===== src/rtl/fetch_unit.sv =====
// fetch_unit: holds the PC, fetches words over imem req/ack, and hands IR to decode with valid/stall.
// Interrupt entry, RTI return and IEN/IOF handling are built only when FETCH_IRQ_EN is defined.
module fetch_unit #(
    parameter logic [15:0] RESET_PC   = 16'h0000,
    parameter logic [15:0] IRQ_VECTOR = 16'h0004
) (
    input  logic        clk,
    input  logic        reset,
    output logic [15:0] imem_addr,
    output logic        imem_req,
    input  logic [15:0] imem_rdata,
    input  logic        imem_ack,
    input  logic        stall,
    input  logic        branch_taken,
    input  logic [15:0] branch_target,
    input  logic        irq,
    input  logic        IEN_d,
    input  logic        IOF_d,
    input  logic        RTI_d,
    output logic [15:0] IR,
    output logic        IR_valid,
    output logic [15:0] pc_d,
    output logic        int_enabled,
    output logic [15:0] epc
);
    typedef enum logic [1:0] {IDLE, FETCH, FLUSH} state_t;

    state_t      state, state_nxt;
    logic [15:0] pc, pc_nxt, ir_nxt, pc_d_nxt;
    logic        ir_valid_nxt, consume, redirect;

    assign imem_addr = pc;
    assign consume   = IR_valid & ~stall;
    assign imem_req  = (state == FETCH) & (~IR_valid | ~stall);

`ifdef FETCH_IRQ_EN
    logic        irq_redirect, int_en_nxt;
    logic [15:0] epc_nxt;
`else
    logic unused_irq_inputs;
    assign unused_irq_inputs = ^{irq, IEN_d, IOF_d, RTI_d};
    assign int_enabled       = 1'b0;
    assign epc               = '0;
`endif

    always_comb begin
        state_nxt    = state;
        pc_nxt       = pc;
        ir_nxt       = IR;
        ir_valid_nxt = IR_valid;
        pc_d_nxt     = pc_d;
        redirect     = 1'b0;
`ifdef FETCH_IRQ_EN
        irq_redirect = 1'b0;
        int_en_nxt   = int_enabled;
        epc_nxt      = epc;
`endif
        if (state != IDLE) begin
            if (branch_taken) begin
                pc_nxt = branch_target;
            end
`ifdef FETCH_IRQ_EN
            else if (consume & RTI_d) begin
                irq_redirect = 1'b1;
                pc_nxt       = epc;
                int_en_nxt   = 1'b1;
            end else if ((state == FETCH) & int_enabled & irq & (~IR_valid | consume)) begin
                irq_redirect = 1'b1;
                epc_nxt      = pc;
                pc_nxt       = IRQ_VECTOR;
                int_en_nxt   = 1'b0;
            end
            // Enable-flag updates survive a branch but yield to RTI return and interrupt entry.
            if (consume & ~irq_redirect) begin
                if (IEN_d)
                    int_en_nxt = 1'b1;
                else if (IOF_d)
                    int_en_nxt = 1'b0;
            end
            redirect = branch_taken | irq_redirect;
`else
            redirect = branch_taken;
`endif
        end

        if (redirect) begin
            ir_nxt       = '0;
            ir_valid_nxt = 1'b0;
            state_nxt    = FLUSH;
        end else begin
            if (imem_req & imem_ack) begin
                ir_nxt       = imem_rdata;
                pc_d_nxt     = pc;
                ir_valid_nxt = 1'b1;
                pc_nxt       = pc + 16'd1;
            end else if (consume) begin
                ir_valid_nxt = 1'b0;
            end
            if (state != FETCH)
                state_nxt = FETCH;
        end
    end

    always_ff @(posedge clk or posedge reset) begin
        if (reset) begin
            state    <= IDLE;
            pc       <= RESET_PC;
            IR       <= '0;
            IR_valid <= 1'b0;
            pc_d     <= '0;
        end else begin
            state    <= state_nxt;
            pc       <= pc_nxt;
            IR       <= ir_nxt;
            IR_valid <= ir_valid_nxt;
            pc_d     <= pc_d_nxt;
        end
    end

`ifdef FETCH_IRQ_EN
    always_ff @(posedge clk or posedge reset) begin
        if (reset) begin
            int_enabled <= 1'b0;
            epc         <= '0;
        end else begin
            int_enabled <= int_en_nxt;
            epc         <= epc_nxt;
        end
    end
`endif

endmodule


===== config.mk =====
export PLATFORM = sky130hd
export DESIGN_NAME = fetch_unit
export DESIGN_NICKNAME = d
export VERILOG_FILES = /design/src/rtl/fetch_unit.sv
export SDC_FILE = /design/constraint.sdc
export NUM_CORES = 1
export LEC_CHECK = 0
export ABC_AREA = 1
export CAP_MARGIN = 10
export CORE_MARGIN = 2
export CORE_UTILIZATION = 35
export DETAILED_ROUTE_END_ITERATION = 10
export GPL_ROUTABILITY_DRIVEN = 0
export PLACE_DENSITY = 0.68
export SLEW_MARGIN = 0
export SYNTH_ARGS = -nofsm -noshare
export SYNTH_HDL_FRONTEND = slang
export SYNTH_SLANG_ARGS = --single-unit

===== constraint.sdc =====
create_clock -name clk -period 3.09 [get_ports clk]
set_clock_uncertainty 0.15 [all_clocks]
set_input_delay 0.927 -clock clk [delete_from_list [all_inputs] [get_ports clk]]
set_output_delay 0.927 -clock clk [all_outputs]
set_load 0.005 [all_outputs]

==> impl_metrics.py, run 1 <==
metrics = {
    "timing": {
        "finalHoldViolCount": 0,
        "drv_slew": 0,
        "period_share_pct": 89.07,
        "tns_ps": 0,
        "period_minus_slack_ps": 2752,
        "rsz0062_at_grt": "false",
        "clock.fmax_ghz": 0.3633,
        "fin_ws_ps": 337.7,
        "worst_pin_slew_ps": 548.6,
        "setup_viol": 0,
        "timing.slew.headroom_pct": 63.38,
    },
    "cts": {
        "htreeDepth": 2,
        "cts_resized": 0,
        "hold_buffers": 0,
        "clock_sinks": 51,
        "cts_tree": "built",
        "numCtsBuffers": 5,
        "clk_path_buf_depth": 2,
        "clk_latency_ps": 300,
        "clk_pin_slew_worst_paths_ps": 90,
        "cts_setup_buffers": 0,
        "root_buffer": "clkbuf_8",
    },
    "worst_setup_path": {
        "crit_required_ps": 2010,
        "cp_data_arrival_time_ps": 1680,
        "path_delay_family": "buffers and inverters",
        "cp_max_fo": 2,
        "timing.rr.start": "imem_addr[1]",
        "cpMaxStageDelayCell": "clkdlybuf4s50_1",
        "path_cells": "clkdlybuf4s50_1 > nand2_1 > nand3_1 > inv_1 > dlymetal6s2s_1",
        "r2r_slack_ps": 1280,
        "end_kind": "output pin",
        "critPathBufInv": 3,
        "critPathMaxStageDelay_ps": 450,
        "r2r-end": "imem_addr[8]",
        "r2r_cells": 8,
        "cp-start-kind": "input port",
        "critPathKind": "in2out",
    },
    "pwr": {
        "p_int_mw": 1.284,
        "peakVddDrop_uv": 205.5,
        "leakage_nw": 1.680,
        "p_per_area_mw_per_mm2": 514.0,
        "power_frac_seq_pct": 47.8,
        "power_frac_clock_pct": 21.1,
        "combPwrFrac_pct": 31.1,
        "power.switching_mw": 0.5383,
        "p_sw_share_pct": 29.55,
    },
    "finish": {
        "n_fill_cell": 703,
        "layout_commonest_cell": "nand2_1",
        "nets": 431,
        "area_delta_synth_final_pct": 38.53,
        "drive_gt1_share_pct": 9.254,
        "multi_input_area_mm2": 0.001028,
        "final_cell_mix": "nand2_1 (89), clkdlybuf4s50_1 (85), dfrtp_1 (51), nand3_1 (42), inv_1 (25)",
        "register_area_mm2": 0.001276,
        "antenna_cells": 0,
    },
    "flow_run": {
        "cap_viol_max_count": 0,
    },
    "die": {
        "rows": 31,
        "start_util_pct": 35.66,
        "die_y_um": 89.50,
        "die_area_mm2": 0.008010,
        "die_w_um": 89.50,
        "io_pins": 108,
        "core-area_mm2": 0.007176,
    },
    "hold_path": {
        "hp-start": "pc_d[8]",
        "hold_class": "reg2reg",
        "whs_path_depth": 2,
        "holdPathEnd": "pc_d[8]",
    },
    "global_route": {
        "grtUsageMet2_pct": 27.68,
        "gr-usage-all-layers_pct": 16.38,
        "grt_overflow": 0,
        "met1_usage_pct": 20.42,
        "antenna_found_initial": 0,
        "grt_pass1_wl_um": 10110,
        "grt_pass1_vias": 2172,
        "grt_busiest_layer": "met2",
        "grtUsageMet3_pct": 4.801,
        "grt_max_degree": 39,
    },
    "route": {
        "wl_per_cell_um": 12.42,
        "drt-total-wl_um": 6059,
        "drc": 0,
        "via_count": 2171,
        "ant_nets": 0,
        "dr.pass1.iters": 4,
        "drt-initial-drc-count": 96,
        "via_per_inst": 4.449,
    },
    "synthesis": {
        "synthSimpleGateAreaFrac_pct": 27.87,
        "synthAdderAreaFrac_pct": 0.4890,
        "synth_seq_area_share_pct": 49.88,
        "synth_cell_types": 29,
        "synth-xor-area-share_pct": 0.3423,
        "yosysWarnings": 0,
        "synth.avg_cell_area_um2": 8.473,
        "synth_compound_area_share_pct": 8.998,
        "synthCells": 302,
        "synth_seq_cells": 51,
        "synth_top_family_by_area": "simple AND/OR/NAND/NOR gates",
        "syn_area_mm2": 0.002559,
        "yosys-mux-area-fraction_pct": 0,
    },
    "place": {
        "io_buffers": 86,
        "place_worst_setup_slack_ps": 3.542,
        "hpwlAfterDp_um": 4571,
    },
    "run_status": {
        "status": "finished clean",
    },
}
## layout make-up
| cell class | instances | area share [%] |
|---|---|---|
| clock buffers | 6 | 2.330 |
| clock inverters | 1 | 0.1412 |
| inverters | 28 | 3.036 |
| multi-input cells | 211 | 29.02 |
| flip-flops and latches | 51 | 36.00 |
| well taps | 99 | 3.495 |
| repair buffers | 92 | 25.98 |
## flip-flops by register name, indices dropped and copies added, names as in the netlist
signal     flops
IR            16
imem_addr     16
pc_d          16
state          2
IR_valid       1
## through the flow
step / power, mW / instances / cell area, um^2 / utilization (%) / hold slack [ps]
2_1_floorplan: 1.135 / 318 / 2619 / - / 315.4
3_3_place_gp: 1.447 / 481 / 3455 / 48.14 / 315.3
3_5_place_dp: 1.460 / 481 / 3455 / 48.14 / 319.8
4_1_cts: 1.856 / 488 / 3542 / 49.36 / 342.0
5_1_grt: 1.948 / 488 / 3545 / 49.40 / 362.4
6_report: 1.822 / 488 / 3545 / 49.40 / 336.4
## how the worst max path moves through the flow
stage                      from        to  slack (ps)  depth (start not counted)
after floorplan           reset     IR[0]         780                          1
after global placement    stall  imem_req           8                          5
after detailed placement  stall  imem_req           4                          5
after CTS                 stall  imem_req           2                          5
after global routing      stall  imem_req         280                          5
final                     stall  imem_req         340                          5
## power groups by stage
stage / registers [mW] / logic, mW / clock network [mW]
global route: 0.891 / 0.636 / 0.421
finish: 0.871 / 0.566 / 0.384
detailed placement: 0.885 / 0.575 / 0
global placement: 0.879 / 0.567 / 0
floorplan: 0.880 / 0.255 / 0
CTS: 0.874 / 0.577 / 0.406
## synthesized netlist by cell type
cell type	number	area share, %
or2_2	1	0.24
o22ai_1	1	0.24
ha_1	1	0.49
buf_4	19	5.6
inv_4	1	0.24
nand2_2	1	0.24
nor3_1	5	0.98
nand3_1	42	8.2
xor2_1	1	0.34
buf_6	3	1.3
nand4_4	1	0.83
nor2_1	14	2.1
a21oi_1	7	1.4
nor2_2	2	0.49
o21ai_1	3	0.59
o21a_1	3	0.88
buf_2	6	1.2
inv_2	1	0.15
dfrtp_1	51	50
nand4_1	1	0.24
inv_1	26	3.8
conb_1	1	0.15
nor2_4	1	0.44
nand2_1	89	13
o211ai_1	3	0.88
o21ai_2	13	4.4
nor2_8	1	0.78
nand3b_1	1	0.29
o21ai_0	3	0.59
## worst register-to-register path, delay by kind of cell, from the launching register on
| family | cells | cell delay (ps) |
|---|---|---|
| AO/OA/AOI/OAI | 1 | 80 |
| adder cells (fa/ha/maj) | 1 | 270 |
| buffers and inverters | 1 | 50 |
| flip-flops | 1 | 440 |
| AND/OR/NAND/NOR | 5 | 710 |
## cells by family (layout without fill, tap and decap cells)
kind of cell / count (synthesis) / in the layout
fa+ha+maj: 1 / 1
other cells: 1 / 17
simple gates: 159 / 159
compound gates: 33 / 33
buf+inv: 56 / 127
xor+xnor: 1 / 1
flops: 51 / 51
## metal layers
layer  part of all wire [%]  vias to the layer above
met5                      0                        -
met4                   0.69                        0
met3                    6.2                        5
met2                     49                       66
met1                     44                      995
li1                       -                     1105
No activity file was read; power rests on OpenSTA's default activity.
==> run 2, diff against run 1 <==
--- a/config.mk
+++ b/config.mk
@@ -9,6 +9,7 @@
 export CAP_MARGIN = 10
 export CORE_MARGIN = 2
 export CORE_UTILIZATION = 35
+export CTS_CLUSTER_SIZE = 30
 export DETAILED_ROUTE_END_ITERATION = 10
 export GPL_ROUTABILITY_DRIVEN = 0
 export PLACE_DENSITY = 0.68
==> results of run 2 <==
The final DEF is identical to that of run 1; final timing and power are the same.
==> run 3, diff against run 2 <==
--- a/config.mk
+++ b/config.mk
@@ -9,9 +9,11 @@
 export CAP_MARGIN = 10
 export CORE_MARGIN = 2
 export CORE_UTILIZATION = 35
+export CTS_BUF_LIST = sky130_fd_sc_hd__clkbuf_4 sky130_fd_sc_hd__clkbuf_8
 export CTS_CLUSTER_SIZE = 30
 export DETAILED_ROUTE_END_ITERATION = 10
 export GPL_ROUTABILITY_DRIVEN = 0
+export MAX_ROUTING_LAYER = met4
 export PLACE_DENSITY = 0.68
 export SLEW_MARGIN = 0
 export SYNTH_ARGS = -nofsm -noshare
==> impl_metrics.py, run 3 (synthesis results as in run 1) <==
metrics = {
    "flow_run": {
        "cap_viol_max_count": 0,
    },
    "finish": {
        "antenna_cells": 0,
        "n_fill_cell": 703,
        "layout_commonest_cell": "nand2_1",
        "postLayoutCellArea_mm2": 0.003545,
        "area_delta_synth_final_pct": 38.53,
        "drive_gt1_share_pct": 9.254,
        "nets": 431,
        "final_cell_mix": "nand2_1 (89), clkdlybuf4s50_1 (85), dfrtp_1 (51), nand3_1 (42), inv_1 (25)",
    },
    "place": {
        "hpwlAfterDp_um": 4571,
        "postPlaceCellArea_mm2": 0.003455,
        "io_buffers": 86,
        "place_worst_setup_slack_ps": 3.542,
    },
    "worst_setup_path": {
        "crit_required_ps": 2010,
        "cp_data_arrival_time_ps": 1680,
        "cpMaxStageDelayCell": "clkdlybuf4s50_1",
        "critPathBufInv": 3,
        "cp-start-kind": "input port",
        "critPathKind": "in2out",
        "r2r_cells": 8,
        "path_cells": "clkdlybuf4s50_1 > nand2_1 > nand3_1 > inv_1 > dlymetal6s2s_1",
        "critPathMaxStageDelay_ps": 450,
        "end_kind": "output pin",
        "timing.rr.start": "imem_addr[1]",
        "startpoint": "stall",
        "cp_num_cells": 5,
        "cp_max_fo": 2,
        "path_delay_family": "buffers and inverters",
    },
    "timing": {
        "fin_ws_ps": 337.8,
        "worst_pin_slew_ps": 550.9,
        "setup_viol": 0,
        "rsz0062_at_grt": "false",
        "period_share_pct": 89.07,
        "finalHoldViolCount": 0,
        "timing.slew.headroom_pct": 63.22,
        "drv_slew": 0,
        "period_minus_slack_ps": 2752,
        "tns_ps": 0,
        "clock.fmax_ghz": 0.3633,
    },
    "pwr": {
        "p_per_area_mw_per_mm2": 514.3,
        "power_frac_seq_pct": 47.8,
        "p_int_mw": 1.284,
        "combPwrFrac_pct": 31.1,
        "peakVddDrop_uv": 205.7,
        "p_sw_share_pct": 29.59,
        "leakage_nw": 1.680,
        "power.switching_mw": 0.5395,
        "power_frac_clock_pct": 21.1,
    },
    "die": {
        "start_util_pct": 35.66,
        "io_pins": 108,
        "core-area_mm2": 0.007176,
        "die_y_um": 89.50,
        "die_w_um": 89.50,
        "rows": 31,
        "die_area_mm2": 0.008010,
    },
    "cts": {
        "cts_tree": "built",
        "clk_latency_ps": 300,
        "cts_resized": 0,
        "clk_path_buf_depth": 2,
        "numCtsBuffers": 5,
        "hold_buffers": 0,
        "cts_setup_buffers": 0,
        "clk_pin_slew_worst_paths_ps": 90,
        "clock_sinks": 51,
        "root_buffer": "clkbuf_8",
        "htreeDepth": 2,
    },
    "global_route": {
        "met1_usage_pct": 20.59,
        "gr-usage-all-layers_pct": 16.92,
        "grtUsageMet3_pct": 4.709,
        "grt_max_degree": 39,
        "antenna_found_initial": 0,
        "grtUsageMet2_pct": 27.68,
        "grt_busiest_layer": "met2",
        "grt_pass1_wl_um": 10140,
        "grt_overflow": 0,
        "grt_pass1_vias": 2171,
    },
    "run_status": {
        "status": "finished clean",
    },
    "hold_path": {
        "hold_class": "reg2reg",
        "whs_path_depth": 2,
        "hp-start": "pc_d[6]",
    },
    "route": {
        "drc": 0,
        "ant_nets": 0,
        "drt-total-wl_um": 6052,
        "via_per_inst": 4.443,
        "drt-initial-drc-count": 109,
        "wl_per_cell_um": 12.40,
        "via_count": 2168,
        "dr.pass1.iters": 4,
    },
}
[run 3: cell counts in the layout (fill, tap and decap cells not counted)]
Identical to the previous run, type by type.
[run 3: power groups by stage]
stage          sequential [mW]  combinational, mW  clock (mW)
6_report                 0.871              0.566       0.386
3_5_place_dp             0.885              0.575           0
5_1_grt                  0.891              0.637       0.421
4_1_cts                  0.874              0.577       0.406
2_1_floorplan            0.880              0.255           0
3_3_place_gp             0.879              0.567           0
[run 3: worst reg2reg max path, delay by kind of cell (launching register included)]
family          cells  cell delay, ps
simple gates        5             710
compound gates      1              80
flops               1             450
fa+ha+maj           1             270
buf+inv             1              50
[run 3: path summary, 6_finish.rpt]
check | to | slack [ps]
setup / recovery | imem_req | 340
hold / removal | pc_d[6] | 340
setup reg to reg | imem_addr[8] | 1290
hold reg to reg | pc_d[6] | 340
max in group asynchronous | pc_d[12] | 1410
min in group asynchronous | IR[13] | 840
[run 3: final cells by class]
cell class | instances | area, um^2 | share of cell area (%)
Sequential cell | 51 | 1276 | 36.00
Inverter | 28 | 107.6 | 3.036
Tap cell | 99 | 123.9 | 3.495
Clock buffer | 6 | 82.58 | 2.330
Clock inverter | 1 | 5.005 | 0.1412
Timing Repair Buffer | 92 | 920.9 | 25.98
Multi-Input combinational cell | 211 | 1028 | 29.02
[run 3: layer usage]
metal | vias up | share of wire (%)
li1 | 1104 | -
met1 | 995 | 44
met2 | 62 | 49
met3 | 7 | 6.0
met4 | 0 | 0.97
met5 | - | 0
[run 3: metrics by stage]
step | util [%] | cells | hold WS [ps] | power [mW]
global placement | 48.14 | 481 | 315.3 | 1.447
floorplan | - | 318 | 315.4 | 1.135
finish | 49.40 | 488 | 336.4 | 1.823
CTS | 49.36 | 488 | 342.0 | 1.856
detailed placement | 48.14 | 481 | 319.8 | 1.460
global route | 49.40 | 488 | 362.4 | 1.948
